**config.mk**
```make
export PLATFORM = sky130hd
export DESIGN_NAME = trans_issue_arbiter
export DESIGN_NICKNAME = d
export VERILOG_FILES = /design/src/rtl/trans_issue_arbiter.sv
export SDC_FILE = /design/constraint.sdc
export NUM_CORES = 1
export LEC_CHECK = 0
export ABC_AREA = 1
export CORE_AREA = 10 10 286 288
export CTS_CLUSTER_DIAMETER = 40
export DETAILED_ROUTE_END_ITERATION = 8
export DIE_AREA = 0 0 296 298
export PLACE_DENSITY = 0.57
export SLEW_MARGIN = 25
export SYNTH_ARGS = -nofsm -noshare
export SYNTH_HDL_FRONTEND = slang
export SYNTH_SLANG_ARGS = --single-unit
```
**constraint.sdc**
```tcl
create_clock -name clk -period 2.3 [get_ports clk]
set_input_delay 0.23 -clock clk [delete_from_list [all_inputs] [get_ports clk]]
set_output_delay 0.23 -clock clk [all_outputs]
set_load 0.02 [all_outputs]
```
**src/rtl/trans_issue_arbiter.sv**
```systemverilog
// Round-robin issue arbiter: grants one producer at a time to the validator, injects the
// block-start flag on demand, drops issues that are never acknowledged and counts events.
module trans_issue_arbiter #(
    parameter int N_SRC       = 4,
    parameter int ACK_TIMEOUT = 4096,
    parameter int GW          = $clog2(N_SRC)
) (
    input  logic                 clk,
    input  logic                 rst,
    input  logic                 en_i,
    input  logic                 block_start_i,
    input  logic [N_SRC*128-1:0] src_data_i,
    input  logic [N_SRC-1:0]     src_valid_i,
    output logic [N_SRC-1:0]     src_ready_o,
    output logic [127:0]         data_o,
    output logic                 valid_o,
    input  logic                 ack_i,
    input  logic                 accept_i,
    output logic [GW-1:0]        grant_o,
    output logic                 busy_o,
    output logic [31:0]          issued_cnt_o,
    output logic [31:0]          accepted_cnt_o,
    output logic [31:0]          dropped_cnt_o,
    output logic                 timeout_err_o
);

    localparam int TW = $clog2(ACK_TIMEOUT);
    localparam logic [TW-1:0] TMAX = TW'(ACK_TIMEOUT - 1);

    typedef enum logic [0:0] {StIdle, StIssue} state_t;

    state_t          state;
    logic [GW-1:0]   last_grant;
    logic [GW-1:0]   win;
    logic            win_found;
    logic [GW:0]     rr_sum;
    logic [127:0]    win_data;
    logic [TW-1:0]   tcnt;
    logic            blk_pend;

    // Search starts one past the last grant; one subtraction suffices since the sum < 2*N_SRC.
    always_comb begin
        win       = '0;
        win_found = 1'b0;
        rr_sum    = '0;
        for (int i = 1; i <= N_SRC; i++) begin
            rr_sum = {1'b0, last_grant} + (GW+1)'(i);
            if (rr_sum >= (GW+1)'(N_SRC)) begin
                rr_sum = rr_sum - (GW+1)'(N_SRC);
            end
            if (!win_found && src_valid_i[rr_sum[GW-1:0]]) begin
                win_found = 1'b1;
                win       = rr_sum[GW-1:0];
            end
        end
    end

    always_comb begin
        win_data = src_data_i[0 +: 128];
        for (int k = 0; k < N_SRC; k++) begin
            if (win == GW'(k)) begin
                win_data = src_data_i[k*128 +: 128];
            end
        end
    end

    always_ff @(posedge clk) begin
        if (rst) begin
            state          <= StIdle;
            last_grant     <= GW'(N_SRC - 1);
            grant_o        <= GW'(N_SRC - 1);
            data_o         <= '0;
            valid_o        <= 1'b0;
            src_ready_o    <= '0;
            busy_o         <= 1'b0;
            tcnt           <= '0;
            blk_pend       <= 1'b0;
            issued_cnt_o   <= '0;
            accepted_cnt_o <= '0;
            dropped_cnt_o  <= '0;
            timeout_err_o  <= 1'b0;
        end else begin
            src_ready_o <= '0;
            if (accept_i) begin
                accepted_cnt_o <= accepted_cnt_o + 32'd1;
            end
            if (block_start_i) begin
                blk_pend <= 1'b1;
            end
            case (state)
                StIdle: begin
                    if (en_i && win_found) begin
                        // A block-start pulse on the grant edge is consumed by this grant.
                        data_o      <= {win_data[127:10], win_data[9] | blk_pend | block_start_i,
                                        win_data[8:0]};
                        blk_pend    <= 1'b0;
                        src_ready_o <= {{(N_SRC-1){1'b0}}, 1'b1} << win;
                        valid_o     <= 1'b1;
                        grant_o     <= win;
                        tcnt        <= '0;
                        busy_o      <= 1'b1;
                        state       <= StIssue;
                    end
                end
                StIssue: begin
                    if (ack_i) begin
                        valid_o      <= 1'b0;
                        busy_o       <= 1'b0;
                        last_grant   <= grant_o;
                        issued_cnt_o <= issued_cnt_o + 32'd1;
                        state        <= StIdle;
                    end else if (tcnt == TMAX) begin
                        valid_o       <= 1'b0;
                        busy_o        <= 1'b0;
                        last_grant    <= grant_o;
                        dropped_cnt_o <= dropped_cnt_o + 32'd1;
                        timeout_err_o <= 1'b1;
                        state         <= StIdle;
                    end else begin
                        tcnt <= tcnt + 1'b1;
                    end
                end
                default: state <= StIdle;
            endcase
        end
    end

endmodule

```
### Word-level counts from Yosys, hierarchy flattened

Cells that the tools add are included.

| storage, ports and cells | value |
|---|---|
| flip-flop bits (word level) | 248 |
| bits of input ports | 522 |
| logic and storage cells | 101 |

| operators by class | value |
|---|---|
| add/subtract/negate cells | 12 |
| order comparisons | 8 |
| equality and inequality tests | 8 |
| shifts and indexed selects | 1 |
| mux-type cells | 40 |
| bitwise logic cells | 5 |
| reductions and logical operators | 15 |

Operators with widths:

| operator | number |
|---|---|
| 128-bit two-way mux | 3 |
| 32-bit by 1-bit adder with 32-bit output (second input constant) | 3 |
| 12-bit two-way mux | 3 |
| 12-bit one-hot mux with 2 select lines | 1 |
| 2-bit two-way mux | 10 |
| 1-bit two-way mux | 17 |
| 12-bit by 1-bit adder with 12-bit output (second input constant) | 1 |
| 12-bit == test (second input constant) | 1 |
| 3-bit greater-or-equal comparator (second input constant) | 4 |
| 2-bit by 3-bit less-than comparator with 1-bit output (second input constant) | 4 |
| 1-bit binary-select mux with 2-bit select | 4 |
| 2-bit AND reduction | 4 |
| 2-bit by 1-bit subtractor with 2-bit output (second input constant) | 4 |
| 2-bit by 2-bit adder with 3-bit output (second input constant) | 2 |
| 2-bit != test (second input constant) | 3 |
| 3-bit AND reduction | 2 |
| 2-bit == test (second input constant) | 2 |
| 1-bit logical AND | 4 |
| 1-bit one-hot mux with 2 select lines | 2 |
| 1-bit by 2-bit left shift with 4-bit output (first input constant) | 1 |
| 2-bit by 1-bit adder with 3-bit output (second input constant) | 1 |
| 2-bit by 3-bit adder with 3-bit output (second input constant) | 1 |
| 1-bit zero test | 3 |
| 3-bit by 2-bit != test with 1-bit output (second input constant) | 1 |
| other kinds (5) | 8 |

### Depth between registers and ports, before layout

Gate-level depths: netlist of the first run.

| logic depth | value |
|---|---|
| word-level depth | 21 |
| gate-level depth with buffers | 18 |

### Least setup slack after synthesis of the first run

Ideal clock, no wire load.

| timing | value |
|---|---|
| path type | flip-flop to flip-flop |
| start point | reg accepted_cnt_o[0] |
| end point | reg accepted_cnt_o[27] |
| arrival time | 1895 ps |
| data required time | 2168 ps |
| slack | 273 ps |
| stages on the path, launching flop included | 12 |
| period minus slack after synthesis | 2027 ps |
| cells stage by stage | dfxtp_1 > nand3_1 > nor2_1 > nand2_1 > nor2_1 > nand2_1 > nor2_1 > nand2_1 > nor2_1 > inv_1 > nor4_1 > nor3_1 |

| between the ends | value |
|---|---|
| word-level cells in the longest chain between the ends | 1 |

Ends and longest elaborated chain:

| item | line | source |
|---|---|---|
| start, declared | 22 | `output logic [31:0] accepted_cnt_o,` |
| start signal, assigned | 85 | `accepted_cnt_o <= accepted_cnt_o + 32'd1;` |
| 32-bit by 1-bit adder with 32-bit output | 85 |  |

Every way passes these cells.
A chain may end at the register's enable or synchronous reset.

### Final worst setup path of the first run

| timing | value |
|---|---|
| start point | reg last_grant[0] |
| end point | reg data_o[93] |

| between the ends | value |
|---|---|
| word-level cells in the longest chain between the ends | 19 |

Ends and longest elaborated chain:

| item | line | source |
|---|---|---|
| start, declared | 33 | `logic [GW-1:0] last_grant;` |
| start signal, assigned | 70 | `last_grant <= GW'(N_SRC - 1);` |
| start signal, assigned | 109 | `last_grant <= grant_o;` |
| start signal, assigned | 115 | `last_grant <= grant_o;` |
| 2-bit by 1-bit adder with 3-bit output | 47 | `rr_sum = {1'b0, last_grant} + (GW+1)'(i);` |
| 3-bit greater-or-equal comparator or 2-bit by 1-bit subtractor with 2-bit output (tied branches) | 48, 49 |  |
| 2-bit two-way mux | 48 | `if (rr_sum >= (GW+1)'(N_SRC)) begin` |
| 1-bit binary-select mux with 2-bit select | 51 | `if (!win_found && src_valid_i[rr_sum[GW-1:0]]) begin` |
| 1-bit two-way mux (not written as such) | 51 |  |
| 1-bit two-way mux | 51 |  |
| 1-bit zero test | 51 |  |
| 1-bit logical AND | 51 |  |
| 1-bit two-way mux | 51 |  |
| 1-bit zero test | 51 |  |
| 1-bit logical AND | 51 |  |
| 1-bit two-way mux | 51 |  |
| 1-bit zero test | 51 |  |
| 1-bit logical AND | 51 |  |
| 2-bit two-way mux | 51 |  |
| 2-bit by 1-bit == test with 1-bit output | 61 | `if (win == GW'(k)) begin` |
| 128-bit two-way mux (3 in a row) | 61 |  |
| end signal, assigned | 94 | `data_o <= {win_data[127:10], win_data[9] \| blk_pend \| block_start_i,` |
| end, declared | 15 | `output logic [127:0] data_o,` |

Parallel ways exist; a longest one is shown, timed or not. The select of a mux whose other input is x is not followed.

==> reports/metrics.cfg, run 1 <==
[status]
outcome = finished, final reports clean

[cells_and_area]
stdcell_count = 4531
area_delta_synth_final_pct = 89.4
n_fill_cell = 7983
register_area_um2 = 4970
final_util = 0.387
drive_above_1_share = 0.132
multi_input_area_um2 = 9040
layout_common_cells = nand2_1 (819), clkdlybuf4s50_1 (753), inv_1 (338)
layout.nets = 3991
final_common_cell = nand2_1

[cts]
cts_tree = built
cts_buffers = 70
htree_levels = 3
cts.clk_slew.worst_paths_ns = 0.06
cts_sinks = 248
ctsHoldBuffers = 0
cts_root_buffer = clkbuf_16
clock_latency_ns = 0.60
cts_buffer_depth = 3

[pwr]
power.density_nw_per_um2 = 804
ir_drop_uv = 503
p_leak_nw = 13.3
power.total_mw = 23.6

[route]
wl_per_cell_um = 21.7
drt-total-wl_um = 98500
vias = 20400
drtPass1Iterations = 5
drc = 0
first_iter_violations = 1233
antenna_left = 0
routed_via_density = 4.50

[setup_path]
path_buf_inv = 8
path_cells = buf_6 -> nand2_4 -> nand2_2 -> nand2_2 -> nand2_2 -> nor2_4 -> nand3_2 -> buf_4 -> nand2_2 -> inv_2 -> nand2_4 -> nor2_4 -> buf_12 -> buf_16 -> buf_12 -> buf_4 -> o21ai_1 -> inv_1 -> nand2_1 -> nand2_1
worstPathRequired_ns = 2.76
cpMaxStageDelayCell = dfxtp_2
cp_top_family = buffers and inverters
crit_type = flop to flop
max_stage_delay_ns = 0.33
worstPathMaxFanout = 6
crit_arrival_ns = 2.73
setup.worst_path.end_class = flop
cpMostUsedCell = nand2_2
start_kind = flop

[global_route]
track_usage = 0.205
grt-ovfl-total = 0
grt_pass1_vias = 19900
grt_pass1_wl_um = 135000
antenna_found_initial = 35
grt_max_degree = 60

[sta]
finalSetupViolations = 0
final-hold-violation-count = 0
post-route-period-util = 0.987
rsz0062_at_grt = yes
relSlewSlack = 0.490
clock.fmax_mhz = 441
report.final.slew_viol_count = 0
worst_pin_slew_ns = 0.765
fin_tns_setup_ns = 0
layout_min_cycle_time_ns = 2.27
fin_skew_ns = 0.0403

[run]
max_cap_violations = 0

[yosys]
yosysUniqueCellTypes = 39
yosysSeqAreaShare = 0.321
ys_seq_elements = 248
syn_nets = 3092
synth_area_leaders = dfxtp_1 (32%), nand2_1 (21%), inv_1 (8.4%)
yosysWarnings = 0
syn-cell-area_um2 = 15500
yosys.area.top_type_share = 0.321
yosys.area.top_type = dfxtp_1
avgSynthCellArea_um2 = 6.03
synth_cells = 2566

[hold_path]
hp-class = input pin to flop

[placed_design]
placedCellCount = 4337
place.gp.congestion = 0.927
hpwlAfterDp_um = 75200
io_buffers = 754

[die]
core-area_um2 = 75700
rows = 101
ios = 755
dieArea_um2 = 88200
start_util = 0.204
die-height_um = 298
die_w_um = 296

==> metal layers <==
metal	vias to the layer above	track usage	wire length [µm]
met5	-	0	61
met4	10	0.0867	2880
met2	750	0.338	46800
li1	9993	-	-
met3	163	0.0713	9290
met1	9487	0.236	39400
==> registers in the layout (all words and copies together) (netlist names) <==
register,count
data_o,128
accepted_cnt_o,32
dropped_cnt_o,32
issued_cnt_o,32
tcnt,12
src_ready_o,4
grant_o,2
last_grant,2
blk_pend,1
busy_o,1
state,1
timeout_err_o,1
==> kinds of logic after synthesis <==
group	share of synthesized area
AOI/OAI and AO/OA	0.124
DFF	0.321
xor gates and xnor gates	0.0221
buffers and inverters	0.128
adders and majority gates	0.00324
and+or+nand+nor	0.401
==> worst reg2reg max path: cells and delay by family (launching register included) <==
kind,cells,cell delay [ns]
and+or+nand+nor,11,0.81
AOI/OAI and AO/OA,1,0.06
DFF,1,0.33
buffers and inverters,8,0.93
==> path summary, 6_finish.rpt <==
kind,startpoint,to,slack [ns],depth (start not counted)
worst min register to register,data_o[71],data_o[71],0.45,2
worst max-delay path,last_grant[0],data_o[93],0.03,20
worst min-delay path,rst,blk_pend,0.19,5
worst max register to register,last_grant[0],data_o[93],0.03,20
==> power breakdown <==
part           total [mW]  switching, mW  internal, mW
Clock                10.0           3.34          6.67
Sequential           4.99          0.262          4.73
Combinational        8.57           4.58          3.98
Total                23.6           8.18          15.4
==> repair_timing <==
| action | CTS | global route |
|---|---|---|
| gates resized for setup | 36 | 175 |
| gates cloned | 2 | 17 |
| setup buffers | 8 | 8 |
| pin swaps | 5 | 32 |
| endpoints found under the setup margin | 97 | 151 |
==> area by class of cell <==
class,instances,share of cell area
diodes,30,0.00256
clock inverters,38,0.0170
repair buffers,970,0.349
clock buffers,92,0.0660
inverters,351,0.0453
multi-input cells,1824,0.309
well taps,978,0.0418
flip-flops and latches,248,0.170
==> stage by stage <==
stage	hold slack, ns	setup WS [ns]	area [µm²]
floorplan	0.320	0.273	15500
global placement	0.435	-0.809	25500
detailed placement	0.438	-0.730	25500
CTS	0.163	-0.00725	28200
global route	0.206	-0.0992	29300
finish	0.191	0.0308	29300
==> cell usage after synthesis, drive strengths merged <==
cell type,instances
nand4,23
nor3,46
a21oi,68
clkinv,1
inv,350
nor3b,8
o211ai,2
clkbuf,59
dfxtp,248
o21ai,286
o21a,7
nand3,177
o31ai,1
o22a,1
nand3b,129
nand2b,1
nand2,878
buf,84
a211oi,2
ha,4
o211a,1
xor2,30
xnor2,9
a31oi,4
nor2,136
or3,1
nor4,10
Note: power is estimated with default switching activity, not from simulation.
==> run 2, diff against run 1 <==
ABC_CLOCK_PERIOD_IN_PS = 2300   (was not set)
==> results of run 2 <==
No change in the layout: final DEF, timing and power equal those of run 1.
